--- src/rtl/stft_frame_reader_pkg.sv ---
// stft_pkg: shared constants for the STFT frame reader.
//   - default sample width, frame length, hop and buffer depth
//   - FSM state encodings (ST_IDLE, ST_STREAM)
//   - clog2 helper used to size pointers and counters
// No ports; imported by the interface, the sample bank and the top.
package stft_pkg;

  localparam int WL_DEF        = 10;
  localparam int FRAME_LEN_DEF = 16;
  localparam int HOP_DEF       = 8;
  localparam int DEPTH_DEF     = 32;

  localparam logic [0:0] ST_IDLE   = 1'b0;
  localparam logic [0:0] ST_STREAM = 1'b1;

  // Ceiling log2 for elaboration-time sizing; clog2(1) is reported as 1 so
  // that derived vectors are never zero width.
  function automatic int clog2(input int value);
    int result;
    int span;
    result = 0;
    span   = 1;
    while (span < value) begin
      span   = span * 2;
      result = result + 1;
    end
    if (result == 0) begin
      result = 1;
    end
    return result;
  endfunction

endpackage

--- src/rtl/stft_frame_reader_if.sv ---
// stft_frame_reader_if: capture-side write strobe plus frame-stream handshake.
//   en, wdata         : sample write strobe and sample (driven by the capture side)
//   data, valid, ready: frame sample stream with valid/ready handshake
//   sof, last         : first / last sample of a frame, qualified by valid
//   ovf               : sticky "write dropped because buffer full"
//   frame_id          : frame counter, present only when FRAME_CNT_EN is defined
// Modports: master = the frame reader, slave = capture source + downstream sink.
interface stft_frame_reader_if
  import stft_pkg::*;
#(
  parameter int WL = WL_DEF
) ();

  logic          en;
  logic [WL-1:0] wdata;
  logic [WL-1:0] data;
  logic          valid;
  logic          ready;
  logic          sof;
  logic          last;
  logic          ovf;
`ifdef FRAME_CNT_EN
  logic [15:0]   frame_id;
`endif

  modport master (
    input  en, wdata, ready,
`ifdef FRAME_CNT_EN
    output frame_id,
`endif
    output data, valid, sof, last, ovf
  );

  modport slave (
    output en, wdata, ready,
`ifdef FRAME_CNT_EN
    input  frame_id,
`endif
    input  data, valid, sof, last, ovf
  );

endinterface

--- src/rtl/stft_frame_reader_mem.sv ---
// frame_sample_mem: DEPTH x WL register bank holding captured samples.
//   clk   : clock, rising edge
//   we    : write strobe; the addressed word is loaded only when we is high
//   waddr : write address
//   wdata : write data
//   raddr : read address
//   rdata : combinational read data
// Contents are not reset; the reader never reads a word it has not written.
module frame_sample_mem
  import stft_pkg::*;
#(
  parameter int WL    = WL_DEF,
  parameter int DEPTH = DEPTH_DEF
) (
  input  logic                    clk,
  input  logic                    we,
  input  logic [clog2(DEPTH)-1:0] waddr,
  input  logic [WL-1:0]           wdata,
  input  logic [clog2(DEPTH)-1:0] raddr,
  output logic [WL-1:0]           rdata
);

  logic [WL-1:0] mem_r [DEPTH];

  // Enable-gated capture into the addressed word.
  always_ff @(posedge clk) begin
    if (we) begin
      mem_r[waddr] <= wdata;
    end
  end

  // Combinational read port.
  always_comb begin
    rdata = mem_r[raddr];
  end

endmodule

--- src/rtl/stft_frame_reader.sv ---
// stft_frame_reader: overlapped STFT framing over a circular sample buffer.
// Captured samples are stored in a DEPTH-entry bank; each complete frame of
// FRAME_LEN samples is streamed with valid/ready, then the frame start moves
// forward by HOP so consecutive frames overlap by FRAME_LEN-HOP samples.
//   clk   : clock, rising edge
//   rst_n : synchronous active-low reset
//   bus   : stft_frame_reader_if.master (write strobe, stream, sof/last, ovf)
// Optional build macro FRAME_CNT_EN adds bus.frame_id, a 16-bit frame counter
// that steps after each frame's last handshake.
module stft_frame_reader
  import stft_pkg::*;
#(
  parameter int WL        = WL_DEF,
  parameter int FRAME_LEN = FRAME_LEN_DEF,
  parameter int HOP       = HOP_DEF,
  parameter int DEPTH     = DEPTH_DEF
) (
  input  logic                clk,
  input  logic                rst_n,
  stft_frame_reader_if.master bus
);

  localparam int AW = clog2(DEPTH);
  localparam int IW = clog2(FRAME_LEN);

  localparam logic [AW-1:0] ONE_A    = AW'(1);
  localparam logic [AW-1:0] HOP_A    = AW'(HOP);
  localparam logic [AW:0]   ONE_AV   = (AW+1)'(1);
  localparam logic [AW:0]   HOP_AV   = (AW+1)'(HOP);
  localparam logic [AW:0]   DEPTH_AV = (AW+1)'(DEPTH);
  localparam logic [AW:0]   FL_AV    = (AW+1)'(FRAME_LEN);
  localparam logic [IW-1:0] IDX_ONE  = IW'(1);
  localparam logic [IW-1:0] IDX_LAST = IW'(FRAME_LEN - 1);

  logic [AW-1:0] wptr_r;
  logic [AW-1:0] base_r;
  logic [IW-1:0] idx_r;
  logic [AW:0]   avail_r;
  logic [0:0]    state_r;
  logic [WL-1:0] data_r;
  logic          valid_r;
  logic          sof_r;
  logic          last_r;
  logic          ovf_r;

  logic          wr_acc_s;
  logic          hs_s;
  logic          last_hs_s;
  logic [AW:0]   avail_nxt_s;
  logic [AW-1:0] raddr_s;
  logic [WL-1:0] rdata_s;

  // Write acceptance and handshake decode. Full is judged on the registered
  // avail, so the HOP release of a closing frame cannot free room this cycle.
  always_comb begin
    wr_acc_s  = bus.en && (avail_r != DEPTH_AV);
    hs_s      = valid_r && bus.ready;
    last_hs_s = hs_s && (idx_r == IDX_LAST);
  end

  // Read address: frame start when launching a frame, otherwise the sample
  // after the one being handed over.
  always_comb begin
    if (state_r == ST_IDLE) begin
      raddr_s = base_r;
    end else begin
      raddr_s = base_r + AW'(idx_r) + ONE_A;
    end
  end

  // Occupancy update: +1 per accepted write, -HOP when a frame completes.
  always_comb begin
    avail_nxt_s = avail_r;
    if (wr_acc_s) begin
      avail_nxt_s = avail_nxt_s + ONE_AV;
    end else begin
      avail_nxt_s = avail_nxt_s;
    end
    if (last_hs_s) begin
      avail_nxt_s = avail_nxt_s - HOP_AV;
    end else begin
      avail_nxt_s = avail_nxt_s;
    end
  end

  frame_sample_mem #(
    .WL    (WL),
    .DEPTH (DEPTH)
  ) u_mem (
    .clk   (clk),
    .we    (wr_acc_s),
    .waddr (wptr_r),
    .wdata (bus.wdata),
    .raddr (raddr_s),
    .rdata (rdata_s)
  );

  // Write pointer, frame base and occupancy counter.
  always_ff @(posedge clk) begin
    if (!rst_n) begin
      wptr_r  <= '0;
      base_r  <= '0;
      avail_r <= '0;
    end else begin
      if (wr_acc_s) begin
        wptr_r <= wptr_r + ONE_A;
      end
      if (last_hs_s) begin
        base_r <= base_r + HOP_A;
      end
      avail_r <= avail_nxt_s;
    end
  end

  // Sticky overflow: set by any write that finds the buffer full.
  always_ff @(posedge clk) begin
    if (!rst_n) begin
      ovf_r <= 1'b0;
    end else if (bus.en && !wr_acc_s) begin
      ovf_r <= 1'b1;
    end
  end

  // Frame FSM and registered stream outputs. Leaving STREAM always passes
  // through IDLE, which produces the single bubble between frames.
  always_ff @(posedge clk) begin
    if (!rst_n) begin
      state_r <= ST_IDLE;
      idx_r   <= '0;
      data_r  <= '0;
      valid_r <= 1'b0;
      sof_r   <= 1'b0;
      last_r  <= 1'b0;
    end else begin
      case (state_r)
        ST_IDLE: begin
          if (avail_r >= FL_AV) begin
            state_r <= ST_STREAM;
            idx_r   <= '0;
            data_r  <= rdata_s;
            valid_r <= 1'b1;
            sof_r   <= 1'b1;
            last_r  <= 1'b0;
          end
        end
        ST_STREAM: begin
          if (last_hs_s) begin
            state_r <= ST_IDLE;
            idx_r   <= '0;
            valid_r <= 1'b0;
            sof_r   <= 1'b0;
            last_r  <= 1'b0;
          end else if (hs_s) begin
            idx_r   <= idx_r + IDX_ONE;
            data_r  <= rdata_s;
            sof_r   <= 1'b0;
            last_r  <= ((idx_r + IDX_ONE) == IDX_LAST);
          end
        end
        default: begin
          state_r <= ST_IDLE;
          idx_r   <= '0;
          valid_r <= 1'b0;
          sof_r   <= 1'b0;
          last_r  <= 1'b0;
        end
      endcase
    end
  end

`ifdef FRAME_CNT_EN
  logic [15:0] frame_id_r;

  // Frame counter: steps after each completed frame, wraps naturally.
  always_ff @(posedge clk) begin
    if (!rst_n) begin
      frame_id_r <= 16'd0;
    end else if (last_hs_s) begin
      frame_id_r <= frame_id_r + 16'd1;
    end
  end

  assign bus.frame_id = frame_id_r;
`endif

  assign bus.data  = data_r;
  assign bus.valid = valid_r;
  assign bus.sof   = sof_r;
  assign bus.last  = last_r;
  assign bus.ovf   = ovf_r;

endmodule
--- src/flat_wrapper.sv ---
// flat-port wrapper written by rule: the top's interface ports become plain ports
module stft_frame_reader_flat import stft_pkg::*;
#(
  parameter int WL        = WL_DEF,
  parameter int FRAME_LEN = FRAME_LEN_DEF,
  parameter int HOP       = HOP_DEF,
  parameter int DEPTH     = DEPTH_DEF
)
  (clk, rst_n, bus_en, bus_wdata, bus_ready, bus_data, bus_valid, bus_sof, bus_last, bus_ovf);
  stft_frame_reader_if #(.WL(WL)) bus_i ();
  input  logic clk;
  input  logic rst_n;
  input wire logic [$bits(bus_i.en)-1:0] bus_en;
  input wire logic [$bits(bus_i.wdata)-1:0] bus_wdata;
  input wire logic [$bits(bus_i.ready)-1:0] bus_ready;
  output wire logic [$bits(bus_i.data)-1:0] bus_data;
  output wire logic [$bits(bus_i.valid)-1:0] bus_valid;
  output wire logic [$bits(bus_i.sof)-1:0] bus_sof;
  output wire logic [$bits(bus_i.last)-1:0] bus_last;
  output wire logic [$bits(bus_i.ovf)-1:0] bus_ovf;
  assign bus_i.en = bus_en;
  assign bus_i.wdata = bus_wdata;
  assign bus_i.ready = bus_ready;
  assign bus_data = bus_i.data;
  assign bus_valid = bus_i.valid;
  assign bus_sof = bus_i.sof;
  assign bus_last = bus_i.last;
  assign bus_ovf = bus_i.ovf;
  stft_frame_reader #(.WL(WL), .FRAME_LEN(FRAME_LEN), .HOP(HOP), .DEPTH(DEPTH)) u_core (.clk(clk), .rst_n(rst_n), .bus(bus_i));
endmodule
--- config.mk ---
export PLATFORM = sky130hd
export DESIGN_NAME = stft_frame_reader_flat
export DESIGN_NICKNAME = d
export VERILOG_FILES = /design/src/rtl/stft_frame_reader_pkg.sv /design/src/rtl/stft_frame_reader_if.sv /design/src/rtl/stft_frame_reader_mem.sv /design/src/rtl/stft_frame_reader.sv /design/src/flat_wrapper.sv
export SDC_FILE = /design/constraint.sdc
export NUM_CORES = 1
export LEC_CHECK = 0
export BUFFER_PORTS_ARGS = -buffer_cell sky130_fd_sc_hd__clkbuf_2
export CAP_MARGIN = 20
export CORE_UTILIZATION = 35
export CTS_CLUSTER_DIAMETER = 30
export CTS_CLUSTER_SIZE = 30
export DETAILED_ROUTE_END_ITERATION = 10
export PLACE_DENSITY = 0.61
export SYNTH_ARGS = -nofsm -noshare
export SYNTH_HDL_FRONTEND = slang
export SYNTH_SLANG_ARGS = --single-unit
--- constraint.sdc ---
create_clock -name clk -period 6.85 [get_ports clk]
set_input_delay 1.37 -clock clk [delete_from_list [all_inputs] [get_ports clk]]
set_output_delay 1.37 -clock clk [all_outputs]
set_load 0.02 [all_outputs]
==> qor_table.md <==
| Quantity | Reported |
| --- | --- |
| Weighted congestion reported at the end of routability-driven placement | 0.9041 |
| Worst Hold Class | reg -> reg |
| Highest attainable clock frequency | 0.2315 GHz |
| Number of synthesized register bits | 352 |
| Crit path from | u_core.idx_r[0] |
| Placement Cell Area | 0.01494 mm^2 |
| Clock Tree Buf Depth | 3 |
| Top FF cell, synth | sky130_fd_sc_hd__edfxtp_1 |
| Placed Cells | 1428 |
| Crit path kind | reg -> reg |
| Standard cell core area | 0.04001 mm^2 |
| Worst endpoint required time | 7280 ps |
| Worst setup EP type | flip-flop |
| Area share of the largest cell type after synthesis | 0.6729 |
| Critical path's slowest cell | sky130_fd_sc_hd__nand2b_1 |
| Post-DRT Antenna Nets | 0 |
| Beginning of the worst hold path | u_core.bus.sof |
| Number of unique standard cell types used by synthesis | 59 |
| Pwr dens | 339.3 mW/mm^2 |
| Reg clk slew, reported paths | 50 ps |
| Number of cell instances on the worst register-to-register path | 9 |
| RSZ-0062 raised after global routing | no |
| Post_cts resized | 0 |
| GRT Util Overall | 0.1794 |
| Global-route wire length before repair | 55350 um |
| Number of max-cap violations | 0 |
| Kind of start point of the critical path | flip-flop |
| Count of inserted antenna diode cells | 0 |
| Async set or reset register ratio after synthesis | 0 |
| Nets in the synthesized netlist | 947 |
| CTS tree | done |
| Proportion of synthesized chip area in sequential cells | 0.7177 |
| Detailed placement HPWL | 22030 um |
| Number of buffer cells added on primary ports | 27 |
| Critical Path Most Common Cell | sky130_fd_sc_hd__buf_4 |
| Ports | 28 |
| Max-slew violation count | 0 |
| Total negative slack for setup checks | 0 ps |
| Total via count after detailed routing | 8565 |
| Ratio of final minimum period to clock period | 0.6306 |
| Antenna violations before repair | 0 |
| Row cnt | 73 |
| Slew at the pin closest to its max-slew limit | 1061 ps |
| CTS hold repair buffers | 0 |
| Slack of the worst reg-to-reg path | 2530 ps |
| Height of the chip | 204 um |
| Slowest stage delay, CP | 690 ps |
| Fraction of final layout cells sized beyond drive strength 1 | 0.2091 |
| Normalized max-slew margin | 0.2903 |
| Starting utilization of the core area | 0.3570 |
| Syn Std Cell Area | 0.01428 mm^2 |
| Final Routed Wirelength | 36770 um |
| Result of the run | finished clean |
| Crit path max fanout | 44 |
| Average cell area after synthesis | 15.47 um^2 |
| Number of clock sinks seen by CTS | 352 |
| Setup Fix Bufs, Post-CTS | 0 |
| Horiz. Die Dim | 204 um |
| Number of instances on the worst hold path | 2 |
| Number of enable flip-flop cells after synthesis | 320 |
| Ordered list of cells on the worst path | clkinv_1, buf_4, ha_2, buf_4, nand2b_1, nor2_1, a221oi_1, nor4_1, or4_1 |
| Synthesis warning total | 0 |
| Peak VDD IR | 0.2039 mV |
| Origin of the critical flop-to-flop path | u_core.idx_r[0] |
| Terminus of the critical flop-to-flop path | u_core.bus.data[1] |
| Clock network latency to the later pin of the worst-skew pair | 570 ps |
| Kind of cell adding the most delay to the critical path | simple AND/OR/NAND/NOR gates |
| Filler instances | 3552 |
| Overflow left after global routing | 0 |
| Worst hold endpoint | u_core.bus.sof |
| Total iterations of the first detailed-routing run | 5 |
| Die area | 0.04162 mm^2 |
| Number of hold-slack violations in the final timing report | 0 |
| Bufs and invs on worst path | 3 |
| Final Skew | 38.10 ps |
| Ranking of synthesized cells by area | sky130_fd_sc_hd__edfxtp_1 67%, sky130_fd_sc_hd__mux4_2 4.6%, sky130_fd_sc_hd__dfxtp_1 4.5% |
| Buffer type at the clock tree root | sky130_fd_sc_hd__clkbuf_16 |
| Number of vias per cell | 5.480 |
| Library cell occupying the most area in the post-synthesis netlist | sky130_fd_sc_hd__edfxtp_1 |
| Post-layout utilization of the core | 0.4351 |
| Pin count of the biggest net entering global routing | 61 |
| Final design instance area without fill | 0.01741 mm^2 |
| Remaining design rule violation count | 0 |
| Arr. time, crit path | 4750 ps |
| Mapped Cells | 923 |
| Layout area overhead | 21.88% |
| Final setup vio count | 0 |
| 1st-iter DRT viols | 870 |
| Total Power | 5.906 mW |
| Final routed wire length divided by cell count | 23.53 um |
| H-tree depth reported by CTS | 3 |
| Number of nets in the layout | 1005 |
| Number of buffers created by CTS | 72 |
| Leakage power figure | 5.690 nW |
| Minimum clock period | 4320 ps |
| Vias in the first global route | 8636 |
| Filler-free cell count of the finished design | 1563 |
## logic make-up after synthesis
group	Yosys count	synth area share
buffers and inverters	66	0.01936
muxes	81	0.08393
adders and majority gates	10	0.008761
xor gates and xnor gates	16	0.01139
DFF	352	0.7177
AOI/OAI and AO/OA	177	0.08752
and+or+nand+nor	221	0.07132
## worst min-delay path, cell delays in order (launching register included)
cell	delay, ps
sky130_fd_sc_hd__dfxtp_1	300
sky130_fd_sc_hd__nand2_1	50
sky130_fd_sc_hd__a21oi_1	50
## cells in the mapped netlist, types with 3 or more instances
| cell type | number |
|---|---|
| sky130_fd_sc_hd__nand3b_1 | 3 |
| sky130_fd_sc_hd__nand4_1 | 5 |
| sky130_fd_sc_hd__a31oi_1 | 20 |
| sky130_fd_sc_hd__o211ai_1 | 5 |
| sky130_fd_sc_hd__a2111oi_0 | 3 |
| sky130_fd_sc_hd__nand2_1 | 44 |
| sky130_fd_sc_hd__nor4_1 | 3 |
| sky130_fd_sc_hd__mux2i_1 | 32 |
| sky130_fd_sc_hd__o41ai_1 | 4 |
| sky130_fd_sc_hd__o22ai_1 | 5 |
| sky130_fd_sc_hd__nand3_1 | 19 |
| sky130_fd_sc_hd__and3_1 | 5 |
| sky130_fd_sc_hd__clkbuf_1 | 36 |
| sky130_fd_sc_hd__or3_1 | 4 |
| sky130_fd_sc_hd__mux4_2 | 29 |
| sky130_fd_sc_hd__a221oi_1 | 23 |
| sky130_fd_sc_hd__nor3_1 | 24 |
| sky130_fd_sc_hd__ha_1 | 10 |
| sky130_fd_sc_hd__nor2_1 | 90 |
| sky130_fd_sc_hd__a22oi_1 | 4 |
| sky130_fd_sc_hd__nor2b_1 | 3 |
| sky130_fd_sc_hd__a32oi_1 | 3 |
| sky130_fd_sc_hd__a21oi_1 | 28 |
| sky130_fd_sc_hd__a22o_1 | 19 |
| sky130_fd_sc_hd__xor2_1 | 7 |
| sky130_fd_sc_hd__dfxtp_1 | 32 |
| sky130_fd_sc_hd__xnor2_1 | 6 |
| sky130_fd_sc_hd__nand2b_1 | 6 |
| sky130_fd_sc_hd__edfxtp_1 | 320 |
| sky130_fd_sc_hd__o2bb2ai_1 | 4 |
| sky130_fd_sc_hd__mux2_2 | 20 |
| sky130_fd_sc_hd__a211oi_1 | 14 |
| sky130_fd_sc_hd__or4_1 | 8 |
| sky130_fd_sc_hd__inv_1 | 6 |
| sky130_fd_sc_hd__o21ai_0 | 25 |
| sky130_fd_sc_hd__o221ai_1 | 4 |
| sky130_fd_sc_hd__buf_2 | 20 |
## where the power goes
| part | leakage [nW] | internal, mW | switching (mW) |
|---|---|---|---|
| Clock | 1.15 | 2.31 | 1.15 |
| Sequential | 3.14 | 2.36 | 0.00607 |
| Combinational | 1.39 | 0.0160 | 0.0642 |
## layer usage
metal / up-vias / routed length, um / GRT usage
met1: 4277 / 15800 / 0.2522
met4: 0 / 1119 / 0.07036
met2: 402 / 17060 / 0.2748
li1: 3793 / - / -
met3: 93 / 2802 / 0.03348
met5: - / 0 / 0
## layout by cell type, fill, tap and decap left out, types with 12 or more instances in the layout
master                       netlist  routed
sky130_fd_sc_hd__a211oi_1         14      14
sky130_fd_sc_hd__a21oi_1          28      27
sky130_fd_sc_hd__a221oi_1         23      23
sky130_fd_sc_hd__a22o_1           19      19
sky130_fd_sc_hd__a31oi_1          20      20
sky130_fd_sc_hd__buf_4             1      15
sky130_fd_sc_hd__clkbuf_16         0      74
sky130_fd_sc_hd__clkbuf_2          0      27
sky130_fd_sc_hd__clkinvlp_4        0      12
sky130_fd_sc_hd__dfxtp_1          32      30
sky130_fd_sc_hd__edfxtp_1        320     320
sky130_fd_sc_hd__mux2_2           20      20
sky130_fd_sc_hd__mux2i_1          32      32
sky130_fd_sc_hd__mux4_2           29      29
sky130_fd_sc_hd__nand2_1          44      44
sky130_fd_sc_hd__nand3_1          19      19
sky130_fd_sc_hd__nor2_1           90      90
sky130_fd_sc_hd__nor3_1           24      24
sky130_fd_sc_hd__o21ai_0          25      25
## area by class of cell
| class | instances | area (um^2) | share of cell area |
|---|---|---|---|
| clock buffer | 85 | 1913 | 0.1099 |
| clock inverter | 46 | 519.2 | 0.02983 |
| inverter | 8 | 30.03 | 0.001725 |
| multi-input combinational | 505 | 3784 | 0.2174 |
| sequential | 352 | 10250 | 0.5892 |
| tap | 525 | 656.9 | 0.03774 |
| timing repair buffer | 42 | 247.7 | 0.01423 |
## through the flow
stage,worst slack [ps],hold WS (ps)
2_1_floorplan,3685,490.7
4_1_cts,2574,452.1
3_3_place_gp,2613,445.2
5_1_grt,2260,465.4
3_5_place_dp,2583,446.7
6_report,2530,450.9
## flip-flops by register name, indices dropped and copies added (netlist names)
name / cells
u_core.bus.valid: 1
u_core.avail_r: 6
u_core.base_r: 2
u_core.bus.last: 1
u_core.bus.ovf: 1
u_core.state_r: 1
u_core.wptr_r: 5
u_core.idx_r: 4
u_core.u_mem.mem_r: 320
u_core.bus.sof: 1
u_core.bus.data: 10
## worst max-delay path by stage
stage | end | slack (ps) | cells after the start
3_3_place_gp | u_core.bus.data[1] | 2610 | 9
6_report | u_core.bus.data[1] | 2530 | 9
2_1_floorplan | u_core.bus.data[1] | 3690 | 11
5_1_grt | u_core.bus.data[6] | 2260 | 9
4_1_cts | u_core.bus.data[6] | 2570 | 9
3_5_place_dp | u_core.bus.data[7] | 2580 | 9
(Power assumes the default switching activity.)
